<file path="src/rtl/imem_pkg.sv">
// Shared definitions for the instruction-memory port arbiter.
package imem_pkg;

  typedef enum logic {
    ST_BOOT = 1'b0,
    ST_RUN  = 1'b1
  } state_t;

  localparam int unsigned WORD_SHIFT = 2;

endpackage

</file>
<file path="src/rtl/imem_rsp_pipe.sv">
// One-cycle fetch response stage: tracks read/error issue and presents memory data.
module imem_rsp_pipe (
  input  logic        clk,
  input  logic        rst,
  input  logic        rd_issue,
  input  logic        err_issue,
  input  logic [31:0] m_rdata,
  output logic        f_rvalid,
  output logic        f_err,
  output logic [31:0] f_rdata
);

  always_ff @(posedge clk or negedge rst) begin
    if (!rst) begin
      f_rvalid <= 1'b0;
      f_err    <= 1'b0;
    end else begin
      f_rvalid <= rd_issue;
      f_err    <= err_issue;
    end
  end

  // The macro already delays read data by one cycle, so it is forwarded
  // rather than re-registered; zero whenever no valid read is presented.
  always_comb begin
    f_rdata = f_rvalid ? m_rdata : '0;
  end

endmodule

</file>
<file path="src/rtl/imem_port_arbiter.sv">
// Arbitrates the single-port instruction memory between fetch (read) and loader (write),
// holding fetch off during boot and bounding loader bursts while a fetch waits.
module imem_port_arbiter
  import imem_pkg::*;
#(
  parameter int unsigned AW        = 10,
  parameter int unsigned MAX_BURST = 4
) (
  input  logic          clk,
  input  logic          rst,
  input  logic          f_req,
  input  logic [31:0]   f_addr,
  output logic          f_gnt,
  output logic          f_rvalid,
  output logic [31:0]   f_rdata,
  output logic          f_err,
  input  logic          l_req,
  input  logic [31:0]   l_addr,
  input  logic [31:0]   l_wdata,
  output logic          l_gnt,
  input  logic          l_done,
  output logic          boot_busy,
  output logic          m_en,
  output logic          m_we,
  output logic [AW-1:0] m_addr,
  output logic [31:0]   m_wdata,
  input  logic [31:0]   m_rdata
);

  state_t     state;
  logic [3:0] burst_cnt;
  logic       cnt_max;
  logic       fetch_win;
  logic       load_win;
  logic       misaligned;
  logic       unused_addr_bits;

  assign unused_addr_bits = ^{f_addr[31:AW+WORD_SHIFT], l_addr[31:AW+WORD_SHIFT],
                              l_addr[WORD_SHIFT-1:0]};

  always_comb begin
    misaligned = f_addr[WORD_SHIFT-1:0] != '0;
    cnt_max    = burst_cnt == 4'(MAX_BURST);
    fetch_win  = (state == ST_RUN) && f_req && (!l_req || cnt_max);
    load_win   = l_req && !fetch_win;
    f_gnt      = fetch_win;
    l_gnt      = load_win;
    m_en       = load_win || (fetch_win && !misaligned);
    m_we       = load_win;
    m_addr     = load_win ? l_addr[AW+WORD_SHIFT-1:WORD_SHIFT]
                          : f_addr[AW+WORD_SHIFT-1:WORD_SHIFT];
    m_wdata    = l_wdata;
  end

  always_ff @(posedge clk or negedge rst) begin
    if (!rst) begin
      state     <= ST_BOOT;
      boot_busy <= 1'b1;
      burst_cnt <= '0;
    end else begin
      case (state)
        ST_BOOT: begin
          burst_cnt <= '0;
          if (l_done) begin
            state     <= ST_RUN;
            boot_busy <= 1'b0;
          end
        end
        ST_RUN: begin
          if (fetch_win || !f_req) begin
            burst_cnt <= '0;
          end else if (load_win && !cnt_max) begin
            burst_cnt <= burst_cnt + 4'd1;
          end
        end
        default: begin
          state     <= ST_BOOT;
          boot_busy <= 1'b1;
          burst_cnt <= '0;
        end
      endcase
    end
  end

  imem_rsp_pipe u_rsp (
    .clk      (clk),
    .rst      (rst),
    .rd_issue (fetch_win && !misaligned),
    .err_issue(fetch_win && misaligned),
    .m_rdata  (m_rdata),
    .f_rvalid (f_rvalid),
    .f_err    (f_err),
    .f_rdata  (f_rdata)
  );

endmodule
</file>
<file path="config.mk">
export PLATFORM = sky130hd
export DESIGN_NAME = imem_port_arbiter
export DESIGN_NICKNAME = d
export VERILOG_FILES = /design/src/rtl/imem_pkg.sv /design/src/rtl/imem_rsp_pipe.sv /design/src/rtl/imem_port_arbiter.sv
export SDC_FILE = /design/constraint.sdc
export NUM_CORES = 1
export LEC_CHECK = 0
export ABC_CLOCK_PERIOD_IN_PS = 2400
export BUFFER_PORTS_ARGS = -buffer_cell sky130_fd_sc_hd__buf_4
export CAP_MARGIN = 20
export CORE_AREA = 3 3 83 85
export CTS_CLUSTER_SIZE = 16
export DETAILED_ROUTE_END_ITERATION = 12
export DIE_AREA = 0 0 86 88
export GPL_ROUTABILITY_DRIVEN = 0
export GPL_TIMING_DRIVEN = 0
export PLACE_DENSITY_LB_ADDON = 0.25
export SLEW_MARGIN = 0
export SYNTH_ARGS = -nofsm -noshare
export SYNTH_HDL_FRONTEND = slang
export SYNTH_SLANG_ARGS = --single-unit
</file>
<file path="constraint.sdc">
create_clock -name clk -period 2.4 [get_ports clk]
set_input_delay 0.24 -clock clk [delete_from_list [all_inputs] [get_ports clk]]
set_output_delay 0.24 -clock clk [all_outputs]
set_load 0.005 [all_outputs]
</file>
==> results.sh <==
export IMPL_status="finished clean"
export IMPL_dieArea_mm2=0.007568
export IMPL_min_from="l_done"
export IMPL_clockBufferDepth=2
export IMPL_finish_net_count=393
export IMPL_hold_depth=2
export IMPL_relSlewSlack=0.7928
export IMPL_drive_above_1_share=0.7432
export IMPL_p_sw_frac=0.2283
export IMPL_slew_violations=0
export IMPL_cp_required_ps=2160
export IMPL_crit_chain="inv_1 > ha_1 > nand3b_4 > o21ai_4 > buf_12 > mux2_4 > buf_4"
export IMPL_cpMaxStageDelayCell="dfrtp_1"
export IMPL_wl_um=3876
export IMPL_initial_core_util=0.1589
export IMPL_ys_seq_area_frac=0.2020
export IMPL_synth_edf_count=0
export IMPL_critPathMaxFanout=10
export IMPL_cp_depth=7
export IMPL_holdPathEnd="boot_busy"
export IMPL_rsz0062_at_grt="no"
export IMPL_fin_crit_ps=2037
export IMPL_antenna_found_initial=0
export IMPL_path_delay_family="flip-flops"
export IMPL_fmax_mhz=491.0
export IMPL_pwr_share_comb=0.451
export IMPL_synth_top_flop_cell="dfrtp_1"
export IMPL_worst_pin_slew_ps=310.7
export IMPL_p_per_area_mw_per_mm2=260.7
export IMPL_post_cts_buffers=0
export IMPL_leakage_nw=1.247
export IMPL_syn_mean_instance_area_um2=8.825
export IMPL_cts_tree="built"
export IMPL_placed_area_mm2=0.002137
export IMPL_drc=0
export IMPL_fp_dieW_um=86
export IMPL_rows=29
export IMPL_r2r_start="burst_cnt[0]"
export IMPL_maxCapViolations=0
export IMPL_numCtsBuffers=3
export IMPL_cts_num_sinks=8
export IMPL_final_setup_tns_ps=0
export IMPL_wire_per_inst_um=11.60
export IMPL_synthToLayoutAreaGrowth_pct=119.8
export IMPL_io_pins=214
export IMPL_pwr_share_seq=0.247
export IMPL_rr_endpoint="u_rsp.f_rvalid"
export IMPL_port_buffers=139
export IMPL_routed_via_density=3.623
export IMPL_finalCritPeriodShare=0.8486
export IMPL_path_class="reg -> out"
export IMPL_dr_first_iter_drc_count=8
export IMPL_grt_pass1_wl_um=5250
export IMPL_firstDrtPassIters=2
export IMPL_slowest_delay_ps=400
export IMPL_fillers=666
export IMPL_ys_seq_elements=8
export IMPL_final_common_cell="buf_4"
export IMPL_root_buffer="clkbuf_8"
export IMPL_grt_usage=0.08535
export IMPL_hpwlAfterDp_um=3495
export IMPL_layout_common_cells="buf_4 (172), and2_1 (32), mux2_4 (8)"
export IMPL_r2r_slack_ps=1180
export IMPL_ctsResizeCount=0
export IMPL_async_flop_share=1.000
export IMPL_end_kind="output port"
export IMPL_cp_start_kind="flip-flop"
export IMPL_clk_pin_slew_ps=40
export IMPL_syn_num_nets=248
export IMPL_switchingPower_mw=0.1304
export IMPL_ys_warnings_count=0
export IMPL_finClkSkew_ps=4.885
export IMPL_totalPowerFinal_mw=0.5715
export IMPL_die_h_um=88
export IMPL_path_buf_inv=3
export IMPL_ant_nets=0
export IMPL_syn_area_um2=997.2
export IMPL_vias=1210
export IMPL_holdBufCountCts=1
export IMPL_core_area_mm2=0.006277
export IMPL_grt_pass1_vias=1145
export IMPL_syn_inst=113
export IMPL_clk_latency_ps=240
export IMPL_final_setup_viol_count=0
export IMPL_reg2reg_depth=5
export IMPL_min_path_type="in -> reg"
export IMPL_pwr_share_clk=0.302
export IMPL_design_area_mm2=0.002192
export IMPL_diodes=0
export IMPL_p_int_mw=0.4410
export IMPL_grt_max_degree=11
export IMPL_finalHoldViolations=0
export IMPL_yosysUniqueCellTypes=23
export IMPL_htree_levels=1
export IMPL_overflow=0
export IMPL_peakVddDrop_v=0.0002442
export IMPL_crit_arrival_ps=1800
[routing by layer]
metal / wire [um] / track usage / part of all wire / vias to the layer above
li1: - / - / - / 605
met1: 1097 / 0.07299 / 0.28 / 531
met2: 2254 / 0.1836 / 0.58 / 71
met3: 504 / 0.03387 / 0.13 / 3
met4: 19 / 0.01295 / 0.0049 / 0
met5: 0 / 0 / 0 / -
[power groups by stage]
stage          combinational [mW]  clock [mW]  sequential [mW]
2_1_floorplan              0.0966           0            0.142
3_3_place_gp                0.258           0            0.143
3_5_place_dp                0.261           0            0.143
4_1_cts                     0.262       0.180            0.141
5_1_grt                     0.279       0.187            0.141
6_report                    0.258       0.173            0.141
[area by class of cell]
| cell class | instances | area (um2) | area share |
|---|---|---|---|
| Tap cell | 77 | 96.34 | 0.04395 |
| Multi-Input combinational cell | 62 | 494.2 | 0.2255 |
| Timing Repair Buffer | 140 | 1054 | 0.4806 |
| Sequential cell | 8 | 201.4 | 0.09189 |
| Buffer | 37 | 279.0 | 0.1273 |
| Clock buffer | 4 | 45.04 | 0.02055 |
| Inverter | 6 | 22.52 | 0.01027 |
[cell usage after synthesis, drive strengths merged (2+ instances only)]
| cell type | number | share of area |
|---|---|---|
| buf | 34 | 0.27 |
| clkbuf | 3 | 0.011 |
| dfrtp | 7 | 0.18 |
| and2 | 32 | 0.20 |
| ha | 2 | 0.025 |
| nor2 | 6 | 0.023 |
| inv | 6 | 0.023 |
| mux2 | 10 | 0.14 |
[worst max path at each step]
| stage | end | startpoint | slack, ps |
|---|---|---|---|
| after floorplan | m_addr[1] | burst_cnt[0] | 820 |
| after global placement | m_addr[1] | burst_cnt[0] | 610 |
| after detailed placement | m_addr[8] | burst_cnt[0] | 600 |
| after CTS | m_addr[8] | burst_cnt[0] | 340 |
| after global routing | m_addr[7] | burst_cnt[0] | 250 |
| final | m_addr[1] | burst_cnt[0] | 360 |
[worst reg2reg max path: stages, from the launching register on]
cell and delay (ps):
dfrtp_1 400, inv_1 70, ha_1 180, nand3b_4 110
a21o_2 250, nor3_1 120
[state kept, by name (all words and copies together) (netlist names)]
register / flops
boot_busy: 1
burst_cnt: 4
state: 1
u_rsp.f_err: 1
u_rsp.f_rvalid: 1
[through the flow]
stage | hold slack, ps | cells | setup WS (ps) | utilization
after detailed placement | 64.73 | 329 | 596.1 | 0.3404
final | 171.3 | 334 | 363.4 | 0.3492
after floorplan | -55.59 | 113 | 818.9 | -
after global placement | 63.56 | 329 | 605.7 | 0.3404
after CTS | 165.2 | 334 | 337.2 | 0.3492
after global routing | 172.5 | 334 | 246.9 | 0.3492
[logic make-up (layout without fill, tap and decap cells)]
logic type / after synthesis / count (layout) / synth area share
muxes: 10 / 10 / 0.1430
DFF: 8 / 8 / 0.2020
AOI/OAI and AO/OA: 4 / 4 / 0.04016
buffers and inverters: 43 / 187 / 0.3024
xor gates and xnor gates: 2 / 2 / 0.01757
adders and majority gates: 2 / 2 / 0.02509
and+or+nand+nor: 44 / 44 / 0.2698
Power figures use the tool's default switching activity.
